[config.mk]
export PLATFORM = sky130hd
export DESIGN_NAME = muldiv_unit
export DESIGN_NICKNAME = d
export VERILOG_FILES = /design/src/rtl/muldiv_pkg.sv /design/src/rtl/muldiv_unit.sv
export SDC_FILE = /design/constraint.sdc
export NUM_CORES = 1
export LEC_CHECK = 0
export CORE_MARGIN = 2
export CORE_UTILIZATION = 35
export CTS_CLUSTER_DIAMETER = 30
export DETAILED_ROUTE_END_ITERATION = 8
export PLACE_DENSITY_LB_ADDON = 0.08
export SLEW_MARGIN = 20
export SYNTH_ARGS = -nofsm -noshare
export SYNTH_HDL_FRONTEND = slang
export SYNTH_SLANG_ARGS = --single-unit
[constraint.sdc]
create_clock -name clk -period 7.9 [get_ports clk]
set_clock_uncertainty 0.2 [all_clocks]
set_input_delay 1.58 -clock clk [delete_from_list [all_inputs] [get_ports clk]]
set_output_delay 1.58 -clock clk [all_outputs]
set_load 0.1 [all_outputs]
[src/rtl/muldiv_pkg.sv]
// Shared types and helpers for the iterative multiply/divide unit.
// MAXW bounds the widest value the negate helpers handle (2N bits).
package muldiv_pkg;

   localparam int MAXW = 64;

   typedef enum logic [1:0] {
      OP_MULT  = 2'b00,
      OP_MULTU = 2'b01,
      OP_DIV   = 2'b10,
      OP_DIVU  = 2'b11
   } op_t;

   typedef enum logic [1:0] {
      IDLE = 2'b00,
      MUL  = 2'b01,
      DIV  = 2'b10,
      FIX  = 2'b11
   } state_t;

   // Two's-complement negate of the low w bits of v; upper bits cleared.
   function automatic logic [MAXW-1:0] neg_w(
      input logic [MAXW-1:0] v,
      input int              w
   );
      logic [MAXW-1:0] m;
      if (w >= MAXW) m = '1;
      else m = (MAXW'(1) << w) - MAXW'(1);
      return (~v + MAXW'(1)) & m;
   endfunction

   function automatic logic [MAXW-1:0] mag_w(
      input logic [MAXW-1:0] v,
      input int              w,
      input logic            sgn
   );
      logic msb;
      msb = |(v & (MAXW'(1) << (w - 1)));
      return (sgn && msb) ? neg_w(v, w) : v;
   endfunction

endpackage

[src/rtl/muldiv_unit.sv]
// Iterative shift-add multiplier / restoring divider owning HI and LO.
// One step per cycle; signs are stripped on entry and reapplied in FIX.
module muldiv_unit
   import muldiv_pkg::*;
#(
   parameter int N = 32
) (
   input  logic         clk,
   input  logic         rst_n,
   input  logic         start,
   input  logic [1:0]   op,
   input  logic [N-1:0] a,
   input  logic [N-1:0] b,
   input  logic         wr_hi,
   input  logic         wr_lo,
   input  logic [N-1:0] wdata,
   input  logic         rd_hi,
   output logic [N-1:0] rdata,
   output logic         busy,
   output logic         done,
   output logic         div_zero
);

   localparam int CW = $clog2(N) + 1;

   state_t         state;
   op_t            opr;
   logic [N-1:0]   hi;
   logic [N-1:0]   lo;
   logic [N-1:0]   dvsr;
   logic [2*N-1:0] acc;
   logic [CW-1:0]  cnt;
   logic           neg_q;
   logic           neg_r;

   logic            is_sgn;
   logic            is_div;
   logic [MAXW-1:0] a_m64;
   logic [MAXW-1:0] b_m64;
   logic [MAXW-1:0] p64;
   logic [MAXW-1:0] q64;
   logic [MAXW-1:0] r64;
   logic [N-1:0]    a_mag;
   logic [N-1:0]    b_mag;
   logic [N:0]      add_s;
   logic [N:0]      sub_c;
   logic [N:0]      sub_d;
   logic [N-1:0]    fix_hi;
   logic [N-1:0]    fix_lo;
   logic            unused_bits;

   always_comb begin
      is_sgn = ~op[0];
      is_div = op[1];
      a_m64  = mag_w(MAXW'(a), N, is_sgn);
      b_m64  = mag_w(MAXW'(b), N, is_sgn);
      a_mag  = a_m64[N-1:0];
      b_mag  = b_m64[N-1:0];
      add_s  = {1'b0, acc[2*N-1:N]}
             + (acc[0] ? {1'b0, dvsr} : '0);
      sub_c  = acc[2*N-1:N-1];
      sub_d  = sub_c - {1'b0, dvsr};
      p64 = MAXW'(acc);
      if (neg_q) p64 = neg_w(MAXW'(acc), 2 * N);
      q64 = MAXW'(acc[N-1:0]);
      if (neg_q) q64 = neg_w(q64, N);
      r64 = MAXW'(acc[2*N-1:N]);
      if (neg_r) r64 = neg_w(r64, N);
      fix_hi = p64[2*N-1:N];
      fix_lo = p64[N-1:0];
      if (opr == OP_DIV || opr == OP_DIVU) begin
         // on divide-by-zero acc holds the raw dividend
         if (div_zero) begin
            fix_hi = acc[N-1:0];
            fix_lo = '1;
         end else begin
            fix_hi = r64[N-1:0];
            fix_lo = q64[N-1:0];
         end
      end
   end

   assign unused_bits = ^{a_m64[MAXW-1:N], b_m64[MAXW-1:N],
                          q64[MAXW-1:N], r64[MAXW-1:N]};

   assign rdata = rd_hi ? hi : lo;

   always_ff @(posedge clk or negedge rst_n) begin
      if (!rst_n) begin
         state    <= IDLE;
         opr      <= OP_MULT;
         hi       <= '0;
         lo       <= '0;
         dvsr     <= '0;
         acc      <= '0;
         cnt      <= '0;
         neg_q    <= 1'b0;
         neg_r    <= 1'b0;
         busy     <= 1'b0;
         done     <= 1'b0;
         div_zero <= 1'b0;
      end else begin
         done <= 1'b0;
         unique case (state)
            IDLE: begin
               if (start) begin
                  opr      <= op_t'(op);
                  cnt      <= '0;
                  busy     <= 1'b1;
                  dvsr     <= b_mag;
                  neg_q    <= is_sgn & (a[N-1] ^ b[N-1]);
                  neg_r    <= is_sgn & a[N-1];
                  div_zero <= 1'b0;
                  acc      <= {{N{1'b0}}, a_mag};
                  if (is_div && b == '0) begin
                     div_zero <= 1'b1;
                     acc      <= {{N{1'b0}}, a};
                     state    <= FIX;
                  end else if (is_div) begin
                     state <= DIV;
                  end else begin
                     state <= MUL;
                  end
               end else begin
                  if (wr_hi) hi <= wdata;
                  if (wr_lo) lo <= wdata;
               end
            end
            MUL: begin
               acc <= {add_s, acc[N-1:1]};
               cnt <= cnt + CW'(1);
               if (cnt == CW'(N - 1)) state <= FIX;
            end
            DIV: begin
               acc <= {sub_d[N] ? sub_c[N-1:0] : sub_d[N-1:0],
                       acc[N-2:0], ~sub_d[N]};
               cnt <= cnt + CW'(1);
               if (cnt == CW'(N - 1)) state <= FIX;
            end
            FIX: begin
               hi    <= fix_hi;
               lo    <= fix_lo;
               busy  <= 1'b0;
               done  <= 1'b1;
               state <= IDLE;
            end
            default: state <= IDLE;
         endcase
      end
   end

endmodule

-- Word-level counts from Yosys, hierarchy flattened
Cells that the tools add are included.
- add/sub/neg operators: 8
- $mul: 0
- div/mod/pow operators: 0
- magnitude comparators: 0
- eq/ne operators: 11
- shift operators: 0
- muxes and demuxes: 35
- bitwise gates (word level): 13
- reductions and logical operators: 17
- operators by type and width (cell ; count):
    $mux W32 ; 18
    $mux W64 ; 3
    $pmux W64 S3 ; 1
    $add A32 B1 Y32 const B ; 4
    $not A32 Y32 ; 4
    $pmux W32 S2 ; 2
    $add A64 B1 Y64 const B ; 1
    $and A32 B32 Y32 ; 2
    $and A64 B64 Y64 ; 1
    $not A64 Y64 ; 1
    $add A32 B32 Y33 ; 1
    $sub A33 B32 Y33 ; 1
    $logic_not A32 Y1 ; 1
    $pmux W6 S2 ; 1
    $reduce_and A2 Y1 ; 5
    $eq A2 B2 Y1 const B ; 4
    $mux W2 ; 4
    $ne A2 B2 Y1 const B ; 4
    $add A6 B1 Y6 const B ; 1
    $eq A6 B5 Y1 const B ; 1
    $mux W6 ; 1
    $pmux W2 S3 ; 1
    $reduce_and A3 Y1 ; 2
    $reduce_bool A2 Y1 ; 2
    other kinds (12) ; 18
- register bits after elaboration: 175
- bits in latches: 0
- bits in writable memories: 0
- memory bits (read-only): 0
- logic and storage cells: 96
- memories kept: 0

-- Longest topological paths before layout
- depth in word-level cells: 7
- depth in mapped cells: 14
- gate-level depth less buffers: 13

-- Worst setup path after synthesis
OpenSTA, ideal clock, no wires.
- kind: input to output
- start point: in rd_hi
- end point: out rdata[10]
- data arrival time: 2.689 ns
- slack: 3.431 ns
- stages on the path: 3
- buffers on the path: 2
- cells stage by stage: clkbuf_1 -> buf_1 -> mux2_2
- longest elaborated chain between the ends: 1
- RTL lines (element ; RTL line ; text):
    start: declaration ; muldiv_unit.sv:17 ; input logic rd_hi,
    $mux W32 ; muldiv_unit.sv:86 ; assign rdata = rd_hi ? hi : lo;
    end: declaration ; muldiv_unit.sv:18 ; output logic [N-1:0] rdata,
Every way passes these cells.

-- Worst setup path in the final report
- start point: in rd_hi
- end point: out rdata[21]
Same word-level chain as after synthesis.

==> flow_metrics.tcl <==
set metrics [dict create \
    numPortBuffers 138 \
    hold_viol 0 \
    slowest_stage "clkdlybuf4s50_1" \
    dieArea_mm2 0.0471 \
    rows 78 \
    synthArstFlopShare_pct 100 \
    wirelength_um 54900 \
    startpoint "rd_hi" \
    routabilityCongestion 0.903 \
    cts_tree "built" \
    cts_max_level 4 \
    slowest_delay_ns 1.13 \
    ctsHoldBuffers 0 \
    grt_max_degree 89 \
    insertion_delay_ns 0.51 \
    synth_area_leaders "dfrtp_1 27%, xnor2_1 7.4%, o21ai_0 6.6%" \
    hold_path_startpoint "lo[17]" \
    drive_gt1_share_pct 6.05 \
    syn_nets 2222 \
    drt_pass1_iterations 6 \
    grt_pass1_vias 14400 \
    synth-seq-cells 174 \
    crit-reg2reg-launch "acc[31]" \
    synth.cell_area_mm2 0.0159 \
    cpLargestDelayFamily "buffers and inverters" \
    power_uw 9120 \
    critPathArrivalTime_ns 3.80 \
    io_pins 139 \
    antenna_cells 0 \
    finalSetupTns_ns 0 \
    endpoint_kind "output pin" \
    status "complete, no violations" \
    path_clk_slew_ns 0.07 \
    avgSynthCellArea_um2 7.78 \
    period_share_pct 70.6 \
    p_leak_uw 0.00737 \
    layout.area.seq_mm2 0.00435 \
    vdd_drop_max_mv 0.387 \
    cts_setup_buffers 0 \
    ys.flop_type "dfrtp_1" \
    min_period_ns 5.58 \
    p_per_area_mw_per_mm2 501 \
    crit_buf_inv 3 \
    synth_top_area_share_pct 27.4 \
    ant_nets 0 \
    num-nets-final 2249 \
    critPathMostFrequentCell "clkdlybuf4s50_1" \
    die_x_um 217 \
    route.detailed.drc 0 \
    start_util_pct 35.2 \
    yosysUniqueCellTypes 81 \
    area_growth_pct 14.5 \
    grt_first_pass_wirelength_um 85400 \
    grt.overflow.total 0 \
    syn_inst 2042 \
    fin_util_pct 40.3 \
    numCtsBuffers 17 \
    vias_per_cell 5.62 \
    worstPathRequired_ns 6.12 \
    core_area_mm2 0.0451 \
    ys.warnings.count 0 \
    critical_path_class "input port to output pin" \
    maxSlewViolCount 0 \
    critical_path_cell_count 4 \
    slew_headroom_pct 34.5 \
    fp.dieH_um 217 \
    vias 15100 \
    numClockSinks 174 \
    max_freq_ghz 0.179 \
    final_cell_mix "239 x nand2_1, 207 x o21ai_0, 174 x dfrtp_1" \
    path_cells "clkdlybuf4s50_1 -> buf_4 -> mux2_2 -> clkdlybuf4s50_1" \
    hold_path_class "register to register" \
    wire_per_inst_um 20.5 \
    synth_edf_count 0 \
    antenna_found_initial 0 \
    multiInputGateArea_mm2 0.0107 \
    cts_buffer_depth 2 \
    final_common_cell "nand2_1" \
    dr.first_iter.drc_count 1042 \
    grt_usage_pct 23.4 \
    cts_root_buf "clkbuf_16" \
    fillerInstances 4822 \
    ys_seq_area_share_pct 27.4 \
    cts_resized 0 \
    r2r_cells 13 \
    critPathLaunchType "input port" \
    min_path_cells 2 \
    rsz0062_at_grt "false" \
    tightest_slew_ns 0.980 \
    cap_violations 0 \
    yosysTopAreaCell "dfrtp_1" \
    hpwl_um 41000 \
    crit_path_max_fanout 32 \
    setup_viol 0 \
]
state kept, by name, indices dropped and copies added (netlist names), 2 cells and up:
signal / count
acc: 64
cnt: 6
dvsr: 32
hi: 32
lo: 32
state: 2
cell type report:
cell class	count	area share, %
multi-input cells	1642	58.7
flip-flops and latches	174	23.9
repair buffers	159	8.47
well taps	600	4.13
clock buffers	18	2.36
inverters	75	1.55
clock inverters	14	0.812
power by group:
group | switching [uW] | internal (uW)
Combinational | 4070 | 2240
Clock | 442 | 445
Sequential | 606 | 1310
cells in the mapped netlist, drive strengths merged (6+ instances only):
master    n
nand2   241
o21ai   217
dfrtp   174
nor2    169
xnor2   136
a21oi   125
clkbuf  122
inv      75
ha       74
o31ai    47
mux2i    44
mux2     40
xor2     40
o22ai    39
a21o     35
nand3    35
nand2b   30
nor3     30
buf      29
a221oi   28
a22oi    27
a31oi    24
o211ai   21
or3      21
nor3b    18
or4      17
nor2b    15
o221ai   15
nand4    14
nor4     14
o41ai    13
and3     12
a221o    10
o21a     10
or2      10
a211oi    8
a311o     6
and2      6
per-layer routing:
layer / GRT usage (%) / vias to the layer above / routed length (um)
met5: 0 / - / 0
met4: 7.79 / 0 / 1280
met3: 3.40 / 52 / 2470
met2: 37.1 / 394 / 24900
met1: 32.7 / 7164 / 26300
li1: - / 7452 / -
worst paths after layout:
check / slack, ns / endpoint
setup / recovery: 2.32 / rdata[21]
hold / removal: 0.27 / lo[17]
setup reg to reg: 2.81 / acc[47]
hold reg to reg: 0.27 / lo[17]
max in group asynchronous: 5.22 / neg_q
min in group asynchronous: 0.90 / lo[5]
worst min-delay path: cells and delay by family, from the launching register on:
family | cells | cell delay (ns)
DFF | 1 | 0.34
and+or+nand+nor | 1 | 0.04
AOI/OAI and AO/OA | 1 | 0.06
per-stage QoR:
step                worst slack, ns  hold slack, ns  instances  cell area, um^2
finish                         2.32           0.275       2682            18200
global route                   2.25           0.304       2682            18200
CTS                            2.32           0.283       2682            18200
detailed placement             2.32           0.267       2650            17600
global placement               2.39           0.261       2650            17600
floorplan                      3.43           0.244       2042            15900
logic make-up (layout without fill, tap and decap cells):
group / after synthesis / after routing / share of synthesized area [%]
compound gates: 662 / 662 / 26.5
mux: 84 / 84 / 5.61
flops: 174 / 174 / 27.4
simple gates: 644 / 644 / 19.1
buf+inv: 226 / 266 / 5.59
xor+xnor: 176 / 176 / 9.75
fa+ha+maj: 76 / 76 / 6.08
Note: power is estimated with default switching activity, not from simulation.
